==> src/rtl/id_ex_operand_stage.sv <==
// ID/EX pipeline register feeding the ALU: captures decoded operands and control,
// forwards from EX/MEM and MEM/WB, detects load-use hazards and inserts bubbles.
module id_ex_operand_stage #(
   parameter int W  = 32,
   parameter int RA = 5
) (
   input  logic          clk,
   input  logic          rst,
   input  logic          stall,
   input  logic          flush,
   input  logic          id_valid,
   input  logic [W-1:0]  id_pc,
   input  logic [RA-1:0] id_rs1_addr,
   input  logic [RA-1:0] id_rs2_addr,
   input  logic [RA-1:0] id_rd_addr,
   input  logic [W-1:0]  id_rs1_data,
   input  logic [W-1:0]  id_rs2_data,
   input  logic [W-1:0]  id_imm,
   input  logic [2:0]    id_ALUctrl,
   input  logic          id_ALUsrc,
   input  logic          id_RegWrite,
   input  logic          id_MemRead,
   input  logic          id_MemWrite,
   input  logic          id_Branch,
   input  logic [RA-1:0] exm_rd,
   input  logic          exm_RegWrite,
   input  logic [W-1:0]  exm_result,
   input  logic [RA-1:0] mwb_rd,
   input  logic          mwb_RegWrite,
   input  logic [W-1:0]  mwb_result,
   output logic          ld_use_stall,
   output logic          ex_valid,
   output logic [W-1:0]  ex_pc,
   output logic [2:0]    ALUctrl,
   output logic [W-1:0]  N1,
   output logic [W-1:0]  N2,
   output logic [W-1:0]  ex_store_data,
   output logic [RA-1:0] ex_rd_addr,
   output logic          ex_RegWrite,
   output logic          ex_MemRead,
   output logic          ex_MemWrite,
   output logic          ex_Branch
);

   logic          valid_r;
   logic [W-1:0]  pc_r;
   logic [RA-1:0] rs1_addr_r;
   logic [RA-1:0] rs2_addr_r;
   logic [W-1:0]  rs1_data_r;
   logic [W-1:0]  rs2_data_r;
   logic [W-1:0]  imm_r;
   logic [RA-1:0] rd_r;
   logic [2:0]    alu_ctrl_r;
   logic          alu_src_r;
   logic          reg_write_r;
   logic          mem_read_r;
   logic          mem_write_r;
   logic          branch_r;

   logic          ld_use_s;
   logic [W-1:0]  fwd1_s;
   logic [W-1:0]  fwd2_s;

   // x0 is never forwarded; the younger EX/MEM result beats MEM/WB.
   function automatic logic [W-1:0] forward(
      input logic [RA-1:0] addr,
      input logic [W-1:0]  reg_data,
      input logic [RA-1:0] e_rd,
      input logic          e_we,
      input logic [W-1:0]  e_val,
      input logic [RA-1:0] m_rd,
      input logic          m_we,
      input logic [W-1:0]  m_val
   );
      logic [W-1:0] result;
      if (addr == {RA{1'b0}}) begin
         result = {W{1'b0}};
      end else if (e_we && (e_rd == addr)) begin
         result = e_val;
      end else if (m_we && (m_rd == addr)) begin
         result = m_val;
      end else begin
         result = reg_data;
      end
      return result;
   endfunction

   // Hazard detection and operand forwarding on the registered instruction.
   always_comb begin
      ld_use_s = 1'b0;
      fwd1_s   = {W{1'b0}};
      fwd2_s   = {W{1'b0}};
      if (valid_r && mem_read_r && (rd_r != {RA{1'b0}}) && id_valid &&
          ((rd_r == id_rs1_addr) || (rd_r == id_rs2_addr))) begin
         ld_use_s = 1'b1;
      end else begin
         ld_use_s = 1'b0;
      end
      fwd1_s = forward(rs1_addr_r, rs1_data_r, exm_rd, exm_RegWrite, exm_result,
                       mwb_rd, mwb_RegWrite, mwb_result);
      fwd2_s = forward(rs2_addr_r, rs2_data_r, exm_rd, exm_RegWrite, exm_result,
                       mwb_rd, mwb_RegWrite, mwb_result);
   end

   // Stage register: reset/flush/load-use/invalid decode all load a bubble; stall holds.
   always_ff @(posedge clk) begin
      if (rst || flush || (!stall && (ld_use_s || !id_valid))) begin
         valid_r     <= 1'b0;
         pc_r        <= {W{1'b0}};
         rs1_addr_r  <= {RA{1'b0}};
         rs2_addr_r  <= {RA{1'b0}};
         rs1_data_r  <= {W{1'b0}};
         rs2_data_r  <= {W{1'b0}};
         imm_r       <= {W{1'b0}};
         rd_r        <= {RA{1'b0}};
         alu_ctrl_r  <= 3'b000;
         alu_src_r   <= 1'b0;
         reg_write_r <= 1'b0;
         mem_read_r  <= 1'b0;
         mem_write_r <= 1'b0;
         branch_r    <= 1'b0;
      end else if (stall) begin
         valid_r     <= valid_r;
         pc_r        <= pc_r;
         rs1_addr_r  <= rs1_addr_r;
         rs2_addr_r  <= rs2_addr_r;
         rs1_data_r  <= rs1_data_r;
         rs2_data_r  <= rs2_data_r;
         imm_r       <= imm_r;
         rd_r        <= rd_r;
         alu_ctrl_r  <= alu_ctrl_r;
         alu_src_r   <= alu_src_r;
         reg_write_r <= reg_write_r;
         mem_read_r  <= mem_read_r;
         mem_write_r <= mem_write_r;
         branch_r    <= branch_r;
      end else begin
         valid_r     <= 1'b1;
         pc_r        <= id_pc;
         rs1_addr_r  <= id_rs1_addr;
         rs2_addr_r  <= id_rs2_addr;
         rs1_data_r  <= id_rs1_data;
         rs2_data_r  <= id_rs2_data;
         imm_r       <= id_imm;
         rd_r        <= id_rd_addr;
         alu_ctrl_r  <= id_ALUctrl;
         alu_src_r   <= id_ALUsrc;
         reg_write_r <= id_RegWrite;
         mem_read_r  <= id_MemRead;
         mem_write_r <= id_MemWrite;
         branch_r    <= id_Branch;
      end
   end

   assign ld_use_stall  = ld_use_s;
   assign ex_valid      = valid_r;
   assign ex_pc         = pc_r;
   assign ALUctrl       = alu_ctrl_r;
   assign N1            = fwd1_s;
   assign N2            = alu_src_r ? imm_r : fwd2_s;
   assign ex_store_data = fwd2_s;
   assign ex_rd_addr    = rd_r;
   assign ex_RegWrite   = valid_r & reg_write_r;
   assign ex_MemRead    = valid_r & mem_read_r;
   assign ex_MemWrite   = valid_r & mem_write_r;
   assign ex_Branch     = valid_r & branch_r;

endmodule

==> config.mk <==
export PLATFORM = sky130hd
export DESIGN_NAME = id_ex_operand_stage
export DESIGN_NICKNAME = d
export VERILOG_FILES = /design/src/rtl/id_ex_operand_stage.sv
export SDC_FILE = /design/constraint.sdc
export NUM_CORES = 1
export LEC_CHECK = 0
export BUFFER_PORTS_ARGS = -buffer_cell sky130_fd_sc_hd__buf_2
export CORE_ASPECT_RATIO = 0.9
export CORE_UTILIZATION = 32
export CTS_CLUSTER_DIAMETER = 150
export CTS_CLUSTER_SIZE = 8
export DETAILED_ROUTE_END_ITERATION = 8
export SLEW_MARGIN = 20
export SYNTH_ARGS = -nofsm -noshare
export SYNTH_HDL_FRONTEND = slang
export SYNTH_SLANG_ARGS = --single-unit
==> constraint.sdc <==
create_clock -name clk -period 3.21 [get_ports clk]
set_clock_uncertainty 0.2 [all_clocks]
set_input_delay 0.4815 -clock clk [delete_from_list [all_inputs] [get_ports clk]]
set_output_delay 0.4815 -clock clk [all_outputs]
set_load 0.03 [all_outputs]
==> results of run 1 <==
==> worst max path at each step <==
stage,depth (start not counted),startpoint,endpoint
floorplan,7,mwb_rd[3],N1[0]
finish,7,rs1_addr_r[3],N1[13]
CTS,7,rs2_addr_r[4],N2[0]
detailed placement,7,exm_rd[2],N2[0]
global route,7,rs2_addr_r[2],N2[25]
global placement,7,exm_rd[2],N2[0]
==> cell type report <==
type | count | area share
well taps | 286 | 0.03674
diodes | 1 | 0.0002569
multi-input cells | 502 | 0.3723
clock buffers | 17 | 0.04368
clock inverters | 15 | 0.01734
flip-flops and latches | 152 | 0.3127
repair buffers | 394 | 0.2170
==> state kept, by name, summed over array words and instances (netlist names) <==
signal	cells
ex_pc	32
imm_r	32
rs1_data_r	32
rs2_data_r	32
ex_rd_addr	5
rs1_addr_r	5
rs2_addr_r	5
ALUctrl	3
alu_src_r	1
branch_r	1
ex_valid	1
mem_read_r	1
mem_write_r	1
reg_write_r	1
==> cell usage after synthesis (6+ instances only) <==
cell        n  area, sq um
a211oi_1   64        480.5
a22o_1    151         1323
and2_1      6        37.54
and3_1     33        206.5
buf_2      14        70.07
buf_4       9        67.56
clkbuf_1   47        176.4
dfxtp_1   152         3043
mux2i_1    32        320.3
nand2_1    36        135.1
nor2_1     69        259.0
nor3_1     32        160.2
o31ai_1    32        240.2
xnor2_1    20        175.2
xor2_1     10        87.58
==> report_power, final <==
group,total (mW),internal [mW],switching [mW]
clock network,2.00,1.05,0.947
logic,0.497,0.213,0.284
registers,1.95,1.92,0.0270
total,4.45,3.19,1.26
==> per-layer routing <==
metal / vias to the layer above / part of all wire
met3: 36 / 0.065
met4: 2 / 0.023
met2: 295 / 0.47
met1: 3435 / 0.44
met5: - / 0.00049
li1: 3449 / -
==> cells by family (layout without fill, tap and decap cells) <==
kind of cell | count (synthesis) | in the layout
AO/OA/AOI/OAI | 251 | 251
flip-flops | 152 | 152
multiplexers | 32 | 32
other | 0 | 1
buffers and inverters | 73 | 426
AND/OR/NAND/NOR | 189 | 189
XOR/XNOR | 30 | 30
==> stage by stage <==
stage / std cells / total power, mW / TNS, ns / worst slack [ns] / hold slack, ns
CTS: 1366 / 4.495 / 0 / 0.007280 / 0.04619
floorplan: 727 / 2.219 / 0 / 0.2278 / 0.2340
global placement: 1334 / 2.484 / 0 / 0.1337 / 0.2503
global route: 1367 / 4.627 / -0.08344 / -0.02568 / 0.04444
detailed placement: 1334 / 2.486 / 0 / 0.1088 / 0.2490
finish: 1367 / 4.446 / 0 / 0.08782 / 0.07006
==> critical path, cell delays in order, from the launching register on <==
cell	delay, ns
dfxtp_1	0.37
xor2_1	0.18
nor4_1	0.29
and3_2	0.29
buf_12	0.22
mux2i_1	0.13
a211oi_1	0.31
buf_4	0.22
==> what timing repair did <==
action	in CTS	in global routing
endpoints found under the setup margin	27	42
resized for setup	5	10
pin swaps	0	1
==> results.toml, run 1 <==
[global_route]
grtUsageMet2 = 0.3843
grtUsageTotal = 0.2332
gr-usage-met1 = 0.2975
grt_pass1_vias = 7050
gr-max-usage-layer = "met2"
antenna_found_initial = 2
grt_pass1_wl_um = 39480
grt-ovfl-total = 0
use_met3 = 0.05559
grt_start_max_net_pins = 81

[worst_hold_path]
worstHoldStart = "id_rs1_data[24]"
holdPathEnd = "rs1_data_r[24]"
min_path_type = "in -> reg"
holdPathStages = 2

[layout]
multi_input_area_sq_um = 3626
final_common_cell = "buf_2"
regArea_sq_um = 3045
final_nets = 1299
syn2layout_area_growth_pct = 40.94
final_core_util = 0.4647
fillers = 2123
fin_area_sq_um = 9739
drive_above_1_share = 0.4130
final_cell_mix = "369 x buf_2, 151 x a22o_1, 150 x dfxtp_1, 65 x nor2_1, 57 x a211oi_1"

[outcome]
outcome = "complete, no violations"

[setup_path]
worst_setup_path_end_kind = "output pin"
r2r-start = "ex_rd_addr[1]"
start_kind = "flip-flop"
crit_type = "reg -> out"
worstReg2RegEnd = "imm_r[17]"
worst_ep_arrival_time_ns = 2.44
cp_max_fo = 21
worstPathRequired_ns = 2.53
r2r_setup_slack_ns = 0.95
r2r_cells = 5

[power_and_ir_drop]
p_leak_nw = 4.547
power_density_nw_per_um2 = 456.5
ir_worst_vdd_mv = 0.2973

[placement]
place.gp.congestion = 0.8336
dpl-instance-area_sq_um = 9085
dp_hpwl_um = 19070
io_buffer_count = 373

[timing]
maxSlewViolCount = 0
tightest_slew_ns = 0.4969
slew_headroom = 0.6687
setup_violations = 0
finalCritPeriodShare = 0.9726
hold_violations = 0
rsz0062_at_grt = "true"
max_freq_mhz = 320.3
finalCriticalPeriod_ns = 3.122

[synth]
synthXorXnorAreaFrac = 0.03802
synth_edf_count = 0
ys_types = 27
syn_avg_cell_area_sq_um = 9.505
synth_compound_gate_area_share = 0.3004
synthAdderAreaFrac = 0
synth_mux_area_frac = 0.04635
syn-instance-count = 727
yosys_register_bits = 152
synth_top_family_by_area = "compound AO/OA/AOI/OAI gates"
syn_nets = 959
async_flop_share = 0
synth_flop_cell = "dfxtp_1"
yosys.area_share.simple = 0.1278
synth_warnings = 0
synth_area_sq_um = 6910
seq_area_frac_synth = 0.4403

[cts]
cts_tree = "yes"
h-tree-depth = 4
cts_root_buffer = "clkbuf_16"
cts_buffers = 17
clk_pin_slew_ns = 0.08
cts_hold_buf = 0
cts_buffer_depth = 2
clock_sinks = 152
clk_latency_ns = 0.42
postCtsSetupBuffers = 0

[detailed_routing]
totalWireLength_um = 26650
drc = 0
avgRoutedWirePerCell_um = 19.50
dr.pass1.iters = 5
vias_per_cell = 5.279
ant_nets = 0
drtIter0Drc = 390
dr_total_vias = 7217

[die]
rows = 50
core_sq_um = 20960
die_x_um = 156.9
die_height_um = 141.4
start_util = 0.3297
dieArea_sq_um = 22190
io_pins = 374

[job]
max-cap-violations = 0
No activity file was read; power rests on OpenSTA's default activity.
==> run 2: changes to the inputs <==
- clock period: 3.21 -> 3.4 ns (I/O delays scaled with it)
==> results.toml, run 2 (synthesis results as in run 1) <==
[outcome]
outcome = "complete, no violations"

[layout]
drive_above_1_share = 0.4035
final_common_cell = "buf_2"
final_nets = 1297
fillers = 2099
antenna_cells = 0
final_cells = 1364
final_cell_mix = "373 x buf_2, 151 x dfxtp_1, 151 x a22o_1, 65 x nor2_1, 64 x a211oi_1"
syn2layout_area_growth_pct = 40.50

[cts]
clk_latency_ns = 0.42
h-tree-depth = 4
postCtsSetupBuffers = 0
cts_tree = "yes"
cts_buffers = 17
clk_pin_slew_ns = 0.07
cts_buffer_depth = 2
cts_hold_buf = 0
clock_sinks = 152
cts_root_buffer = "clkbuf_16"

[setup_path]
worst_setup_path_end_kind = "output pin"
worst_ep_arrival_time_ns = 2.52
crit_type = "reg -> out"
cp_num_buf_inv = 2
cpMaxStageDelayCell = "dfxtp_1"
worstPathRequired_ns = 2.69
cp_max_fo = 32
worst_path_largest_cell_delay_ns = 0.50
start_kind = "flip-flop"
crit_chain = "xnor2_1 > and4_1 > buf_4 > and3_1 > a211oi_1 > o31ai_1 > buf_2"
critical_path.top_delay_family = "buffers and inverters"

[power_and_ir_drop]
power_mw = 4.407
power_density_nw_per_um2 = 453.9
ir_worst_vdd_mv = 0.2532
p_leak_nw = 4.551

[timing]
maxSlewViolCount = 0
rsz0062_at_grt = "false"
max_freq_mhz = 309.1
finalCritPeriodShare = 0.9514
hold_violations = 0
setup_violations = 0
slew_headroom = 0.5956
worst_hold_slack_ns = 0.09957
fin_tns_setup_ns = 0
tightest_slew_ns = 0.6066
finalCriticalPeriod_ns = 3.235

[die]
core_sq_um = 20960
rows = 50
io_pins = 374
die_height_um = 141.4
die_x_um = 156.9
dieArea_sq_um = 22190
start_util = 0.3297

[global_route]
grt_start_max_net_pins = 125
antenna_found_initial = 1
grtUsageTotal = 0.2333
grt-ovfl-total = 0
grt_pass1_vias = 7088
grt_pass1_wl_um = 39450

[detailed_routing]
drtIter0Drc = 505
ant_nets = 0
drc = 0
dr_total_vias = 7265
avgRoutedWirePerCell_um = 19.56
totalWireLength_um = 26680
dr.pass1.iters = 6
vias_per_cell = 5.326

[placement]
dp_hpwl_um = 19030
io_buffer_count = 373
placed_cells = 1332
place.gp.congestion = 0.8294

[job]
max-cap-violations = 0

[worst_hold_path]
min_path_type = "in -> reg"
-- run 2: cell types whose count changed in the layout (fill, tap and decap cells not counted), sizes merged --
cell    delta
clkinv     -5
bufinv     +4
buf        -1
clkbuf     -1
diode      -1
inv        +1
-- run 2: final timing paths --
check | startpoint | endpoint | slack, ns | cells past startpoint
max | rs2_addr_r[4] | N2[0] | 0.17 | 7
min | id_pc[10] | ex_pc[10] | 0.1 | 2
max reg2reg | ex_rd_addr[1] | rs1_data_r[21] | 0.98 | 5
min reg2reg | ex_pc[16] | ex_pc[16] | 0.27 | 1
-- run 2: power breakdown --
group          internal (mW)  switching (mW)
sequential              1.82          0.0257
combinational          0.197           0.268
clock                   1.26           0.837
total                   3.28            1.13
-- run 2: metal layers --
layer,part of all wire,wire length (um),GRT usage,up-vias
li1,-,-,-,3456
met4,0.027,727,0.08514,2
met3,0.068,1817,0.05467,45
met5,0.00049,13,0,-
met1,0.44,11630,0.2951,3441
met2,0.47,12490,0.3853,321
-- run 2: worst register-to-register path: stages (launching register included) --
cell and delay (ns):
dfxtp_1 0.37, or4_1 0.53, o211a_1 0.26, a21oi_4 0.19, buf_12 0.46, a22o_1 0.35
-- run 2: final cells by class --
cell class	count	area, sq um	area share
repair buffers	392	2072	0.2134
well taps	286	357.8	0.03686
clock buffers	17	425.4	0.04381
multi-input cells	502	3586	0.3693
flip-flops and latches	152	3044	0.3135
clock inverters	15	224.0	0.02307
-- run 2: repair_timing --
action,CTS,global route
endpoints found under the setup margin,0,9
gates resized for setup,0,1
endpoints found under the hold margin,0,0
-- run 2: through the flow --
step           worst slack, ns    util  area (sq um)
2_1_floorplan           0.3608       -          6910
5_1_grt                0.05878  0.4633          9709
3_3_place_gp            0.4637  0.4322          9057
4_1_cts                 0.1377  0.4632          9707
3_5_place_dp            0.4408  0.4322          9057
6_report                0.1653  0.4633          9709
